File: src/rtl/uart_tx_scheduler.sv
// uart_tx_scheduler: round-robin sharing of one uart_tx between NUM_REQ byte
// sources. One tx_start per byte, waits for tx_busy to rise and fall, then
// inserts an idle gap before the next arbitration. All outputs are registered.
module uart_tx_scheduler #(
    parameter int NUM_REQ       = 3,
    parameter int GAP_CYCLES    = 16,
    parameter int START_TIMEOUT = 64
) (
    input  logic                   clock,
    input  logic                   reset,
    input  logic                   enable,
    input  logic [NUM_REQ-1:0]     req,
    input  logic [8*NUM_REQ-1:0]   req_data,
    output logic [NUM_REQ-1:0]     grant,
    output logic [NUM_REQ-1:0]     done,
    output logic                   fault,
    output logic [2:0]             active_id,
    output logic                   sched_busy,
    output logic                   tx_start,
    output logic [7:0]             tx_data,
    input  logic                   tx_busy
);

    localparam int TW = (START_TIMEOUT > 1) ? $clog2(START_TIMEOUT) : 1;
    localparam int GW = (GAP_CYCLES > 1) ? $clog2(GAP_CYCLES) : 1;
    localparam logic [TW-1:0] TIMEOUT_LAST = TW'(START_TIMEOUT - 1);
    localparam logic [GW-1:0] GAP_LAST     = GW'(GAP_CYCLES - 1);

    typedef enum logic [1:0] {
        S_IDLE,
        S_WAIT_BUSY,
        S_WAIT_DONE,
        S_GAP
    } state_t;

    state_t               state_q;
    logic [2:0]           rr_q;
    logic [TW-1:0]        tmo_cnt_q;
    logic [GW-1:0]        gap_cnt_q;
    logic [NUM_REQ-1:0]   grant_q;
    logic [NUM_REQ-1:0]   done_q;
    logic                 fault_q;
    logic [2:0]           active_id_q;
    logic                 sched_busy_q;
    logic                 tx_start_q;
    logic [7:0]           tx_data_q;

    // Requests and bytes padded to 8 entries so a 3-bit index always fits.
    logic [7:0]           req_pad;
    logic [7:0]           req_bytes [8];

    generate
        for (genvar gi = 0; gi < 8; gi++) begin : g_pad
            if (gi < NUM_REQ) begin : g_real
                assign req_pad[gi]   = req[gi];
                assign req_bytes[gi] = req_data[8*gi +: 8];
            end else begin : g_tie
                assign req_pad[gi]   = 1'b0;
                assign req_bytes[gi] = 8'h00;
            end
        end
    endgenerate

    logic                 found_d;
    logic [2:0]           winner_d;
    logic [2:0]           rr_d;
    logic [3:0]           pos;
    logic [3:0]           nxt;

    // Round-robin search: first set request at or above the pointer, wrapping.
    always_comb begin
        found_d  = 1'b0;
        winner_d = '0;
        pos      = '0;
        nxt      = '0;
        for (int k = 0; k < NUM_REQ; k++) begin
            pos = {1'b0, rr_q} + 4'(k);
            if (pos >= 4'(NUM_REQ)) begin
                pos = pos - 4'(NUM_REQ);
            end
            if (!found_d && req_pad[pos[2:0]]) begin
                found_d  = 1'b1;
                winner_d = pos[2:0];
            end
        end
        nxt = {1'b0, winner_d} + 4'd1;
        if (nxt >= 4'(NUM_REQ)) begin
            nxt = '0;
        end
        rr_d = nxt[2:0];
    end

    // Scheduler FSM: arbitration, start/busy handshake, timeout and gap timing.
    always_ff @(posedge clock) begin
        if (!reset) begin
            state_q      <= S_IDLE;
            rr_q         <= '0;
            tmo_cnt_q    <= '0;
            gap_cnt_q    <= '0;
            grant_q      <= '0;
            done_q       <= '0;
            fault_q      <= 1'b0;
            active_id_q  <= '0;
            sched_busy_q <= 1'b0;
            tx_start_q   <= 1'b0;
            tx_data_q    <= '0;
        end else begin
            grant_q    <= '0;
            done_q     <= '0;
            fault_q    <= 1'b0;
            tx_start_q <= 1'b0;
            case (state_q)
                S_IDLE: begin
                    if (enable && found_d) begin
                        tx_data_q    <= req_bytes[winner_d];
                        active_id_q  <= winner_d;
                        grant_q      <= NUM_REQ'(1) << winner_d;
                        tx_start_q   <= 1'b1;
                        rr_q         <= rr_d;
                        tmo_cnt_q    <= '0;
                        sched_busy_q <= 1'b1;
                        state_q      <= S_WAIT_BUSY;
                    end
                end
                S_WAIT_BUSY: begin
                    if (tx_busy) begin
                        state_q <= S_WAIT_DONE;
                    end else if (tmo_cnt_q == TIMEOUT_LAST) begin
                        // Transmitter never acknowledged: report and back off.
                        fault_q <= 1'b1;
                        if (GAP_CYCLES == 0) begin
                            state_q      <= S_IDLE;
                            active_id_q  <= '0;
                            sched_busy_q <= 1'b0;
                        end else begin
                            gap_cnt_q <= '0;
                            state_q   <= S_GAP;
                        end
                    end else begin
                        tmo_cnt_q <= tmo_cnt_q + 1'b1;
                    end
                end
                S_WAIT_DONE: begin
                    if (!tx_busy) begin
                        done_q <= NUM_REQ'(1) << active_id_q;
                        if (GAP_CYCLES == 0) begin
                            state_q      <= S_IDLE;
                            active_id_q  <= '0;
                            sched_busy_q <= 1'b0;
                        end else begin
                            gap_cnt_q <= '0;
                            state_q   <= S_GAP;
                        end
                    end
                end
                S_GAP: begin
                    if (gap_cnt_q == GAP_LAST) begin
                        state_q      <= S_IDLE;
                        active_id_q  <= '0;
                        sched_busy_q <= 1'b0;
                    end else begin
                        gap_cnt_q <= gap_cnt_q + 1'b1;
                    end
                end
                default: begin
                    state_q      <= S_IDLE;
                    active_id_q  <= '0;
                    sched_busy_q <= 1'b0;
                end
            endcase
        end
    end

    assign grant      = grant_q;
    assign done       = done_q;
    assign fault      = fault_q;
    assign active_id  = active_id_q;
    assign sched_busy = sched_busy_q;
    assign tx_start   = tx_start_q;
    assign tx_data    = tx_data_q;

endmodule
File: config.mk
export PLATFORM = sky130hd
export DESIGN_NAME = uart_tx_scheduler
export DESIGN_NICKNAME = d
export VERILOG_FILES = /design/src/rtl/uart_tx_scheduler.sv
export SDC_FILE = /design/constraint.sdc
export NUM_CORES = 1
export LEC_CHECK = 0
export ABC_CLOCK_PERIOD_IN_PS = 4000
export CORE_MARGIN = 1
export CORE_UTILIZATION = 50
export DETAILED_ROUTE_END_ITERATION = 10
export PLACE_DENSITY_LB_ADDON = 0.2
export REMOVE_ABC_BUFFERS = 1
export SYNTH_ARGS = -nofsm -noshare
export SYNTH_HDL_FRONTEND = slang
export SYNTH_SLANG_ARGS = --single-unit
File: constraint.sdc
create_clock -name clock -period 4 [get_ports clock]
set_input_delay 0.6 -clock clock [delete_from_list [all_inputs] [get_ports clock]]
set_output_delay 0.6 -clock clock [all_outputs]
set_load 0.005 [all_outputs]
==> impl_metrics.csv <==
group,metric,value,unit
floorplanning,start_util,0.531,
yosys,synth.cell_area,2150,um^2
global_route,track_usage,0.226,
critical_path,critPathBufInv,0,
global_route,grt_pass1_wl,7.77,mm
sta,max_slew_margin,0.572,
clocking,cts_sinks,35,
cells_and_area,nFillCells,339,
critical_path,cp.required,4.16,ns
hold_path,hold_start,"tmo_cnt_q[1]",
floorplanning,fp.dieArea,4580,um^2
sta,maxSlewViolCount,0,
global_route,antenna_found_initial,0,
floorplanning,die_width,67.6,um
cells_and_area,layout.nets,336,
routing,firstDrtPassIters,4,
yosys,synth.top_cell.area_share,0.325,
clocking,root_buffer,"clkbuf_8",
critical_path,endpoint_kind,"flip-flop",
yosys,synth_cell_type_count,58,
global_route,grt_pass1_vias,1763,
yosys,syn_inst,244,
status,status,"complete, no violations",
pwr,powerDensity,705,nW/um^2
sta,worst_slew_pin_slew,0.642,ns
routing,viasPerCell,5.79,
routing,antenna_left,0,
yosys,yosysMostFrequentCell,"dfxtp_1",
placed_design,place.gp.congestion,0.843,
clocking,ctsHoldBuffers,0,
yosys,syn_avg_cell_area,8.83,um^2
floorplanning,coreArea,4060,um^2
routing,wirelength,4.74,mm
sta,hold_viol,0,
critical_path,r2r_start,"rr_q[0]",
cells_and_area,area_growth,28.2,%
global_route,overflow,0,
cells_and_area,diodes,0,
critical_path,setup.worst_path.class,"flip-flop to flip-flop",
critical_path,cp-startpoint,"rr_q[0]",
critical_path,cp.arrival,3.36,ns
hold_path,min_path_type,"flip-flop to flip-flop",
yosys,synth-seq-area-share,0.325,
run,max_cap_violations,0,
floorplanning,ios,51,
clocking,tritoncts,"done",
clocking,ctsHtreeMaxLevel,2,
critical_path,cp_max_fo,19,
yosys,yosysWarnings,0,
routing,first_iter_violations,143,
yosys,synthArstFlopShare,0,
critical_path,cp_slowest_stage_delay,0.52,ns
clocking,cts_resized,0,
yosys,synth_edf_count,0,
sta,setup_violations,0,
pwr,vdd_drop_max,0.330,mV
clocking,clk_pin_slew_worst_paths,0.07,ns
placed_design,port_buffers,50,
clocking,clk_path_buf_depth,2,
sta,fmax,312,MHz
cells_and_area,drive_above_1_share,0.0890,
sta,tns,0,ns
global_route,grt_max_degree,31,
floorplanning,die_h,67.6,um
clocking,post_cts_buffers,0,
pwr,total_power,1.95,mW
placed_design,dp_hpwl,3.37,mm
clocking,numCtsBuffers,5,
sta,finClkSkew,0.00659,ns
sta,rsz0062_at_grt,"no",
yosys,synth.area.top_cells,"dfxtp_1 (33%), ha_1 (8.1%), mux2i_1 (7.0%), nand2_1 (4.9%), nand4_1 (3.5%)",
yosys,yosysTopAreaCell,"dfxtp_1",
routing,remaining_drc_errors,0,
floorplanning,rows,23,
clocking,clock_latency,0.29,ns
yosys,synth_flop_cell,"dfxtp_1",
critical_path,start_kind,"flip-flop",
sta,fin_crit_sh,0.800,
sta,final.min_clock_period,3.20,ns
critical_path,crit_chain,"ha_1, ha_1, a211oi_1, mux2i_1, a31o_2, a22oi_1, nor2_2, mux2i_1, o221ai_1",
routing,wl_per_cell,13.9,um
routing,vias,1980,
yosys,ys_top_cells_by_count,"dfxtp_1 (35), nand2_1 (28), mux2i_1 (15)",
pwr,p_leak,1.04,nW
critical_path,crit_slowest_cell,"nor2_2",
critical_path,path_delay_family,"compound AO/OA/AOI/OAI gates",
yosys,ys_ff_latch,35,
==> report_power, final <==
| part | internal [mW] | leakage, nW | switching (mW) |
|---|---|---|---|
| registers | 0.432 | 0.284 | 0.0796 |
| logic | 0.555 | 0.712 | 0.629 |
| clock network | 0.122 | 0.0412 | 0.128 |
==> state kept, by name, summed over array words and instances (netlist names) <==
name	flops
active_id	3
done	3
fault	1
gap_cnt_q	4
grant	3
rr_q	3
sched_busy	1
state_q	2
tmo_cnt_q	6
tx_data	8
tx_start	1
==> cell usage in the layout (no fill, tap or decap), types with 2 or more instances in the layout <==
cell type        synthesis  layout
or3_1                    2       2
buf_4                    2       2
o211ai_1                 2       2
o21ai_0                  5       5
a21o_1                   2       2
a221oi_1                 4       4
nor3b_1                  4       4
mux2i_1                 15      15
inv_1                   10      10
nor3_1                   2       2
nor4_1                   5       5
and2_1                   3       3
clkdlybuf4s50_1          0      50
a31o_2                   2       2
o221ai_1                 8       8
a21oi_1                 11      11
clkbuf_8                 0       5
ha_1                    14      14
nor2b_1                  4       4
a22o_1                   2       2
dfxtp_1                 35      35
or2_2                    3       3
o2bb2ai_1                4       4
a211oi_1                 4       4
nand2_1                 28      28
nand3_1                  7       7
nand2b_1                 6       6
nand4_1                 12      12
nor2_1                   9       9
o221a_2                  2       2
==> worst reg2reg max path: cells and delay by family (launching register included) <==
kind / cells / cell delay (ns)
muxes: 2 / 0.69
adders and majority gates: 2 / 0.54
DFF: 1 / 0.48
AOI/OAI and AO/OA: 4 / 0.85
and+or+nand+nor: 1 / 0.52
==> path summary, 6_finish.rpt <==
check | end | slack, ns | cells after the start
hold reg to reg | tmo_cnt_q[1] | 0.49 | 2
setup / recovery | tx_data[1] | 0.80 | 9
setup reg to reg | tx_data[1] | 0.80 | 9
hold / removal | tmo_cnt_q[1] | 0.49 | 2
==> metrics by stage <==
step	worst slack (ns)	util	area, um^2	cells	hold WS (ns)
after floorplan	1.11	-	2100	232	0.451
after CTS	0.821	0.681	2760	342	0.487
after global placement	0.850	0.660	2680	334	0.466
after detailed placement	0.841	0.660	2680	334	0.476
after global routing	0.539	0.681	2760	342	0.513
final	0.799	0.681	2760	342	0.486
==> per-layer routing <==
layer  GRT usage  vias up  wire length [um]
met5           0        -                 0
met4      0.0851        0                44
met3      0.0574        4               258
met2       0.354       64              2060
met1       0.296      904              2380
li1            -     1008                 -
==> cell type report <==
cell class	instances	area, um^2	share of cell area
multi-input cells	186	1360	0.491
flip-flops and latches	35	701	0.254
repair buffers	52	515	0.187
clock buffers	6	72.6	0.0263
well taps	50	62.6	0.0227
inverters	11	41.3	0.0150
clock inverters	2	12.5	0.00453
==> logic make-up (layout without fill, tap and decap cells) <==
group / count (synthesis) / after routing / share of synthesized area
flops: 35 / 35 / 0.325
xor+xnor: 1 / 1 / 0.00407
buf+inv: 23 / 71 / 0.0453
compound gates: 60 / 60 / 0.222
mux: 16 / 16 / 0.0749
fa+ha+maj: 14 / 14 / 0.0813
simple gates: 95 / 95 / 0.247
Power figures use the tool's default switching activity.
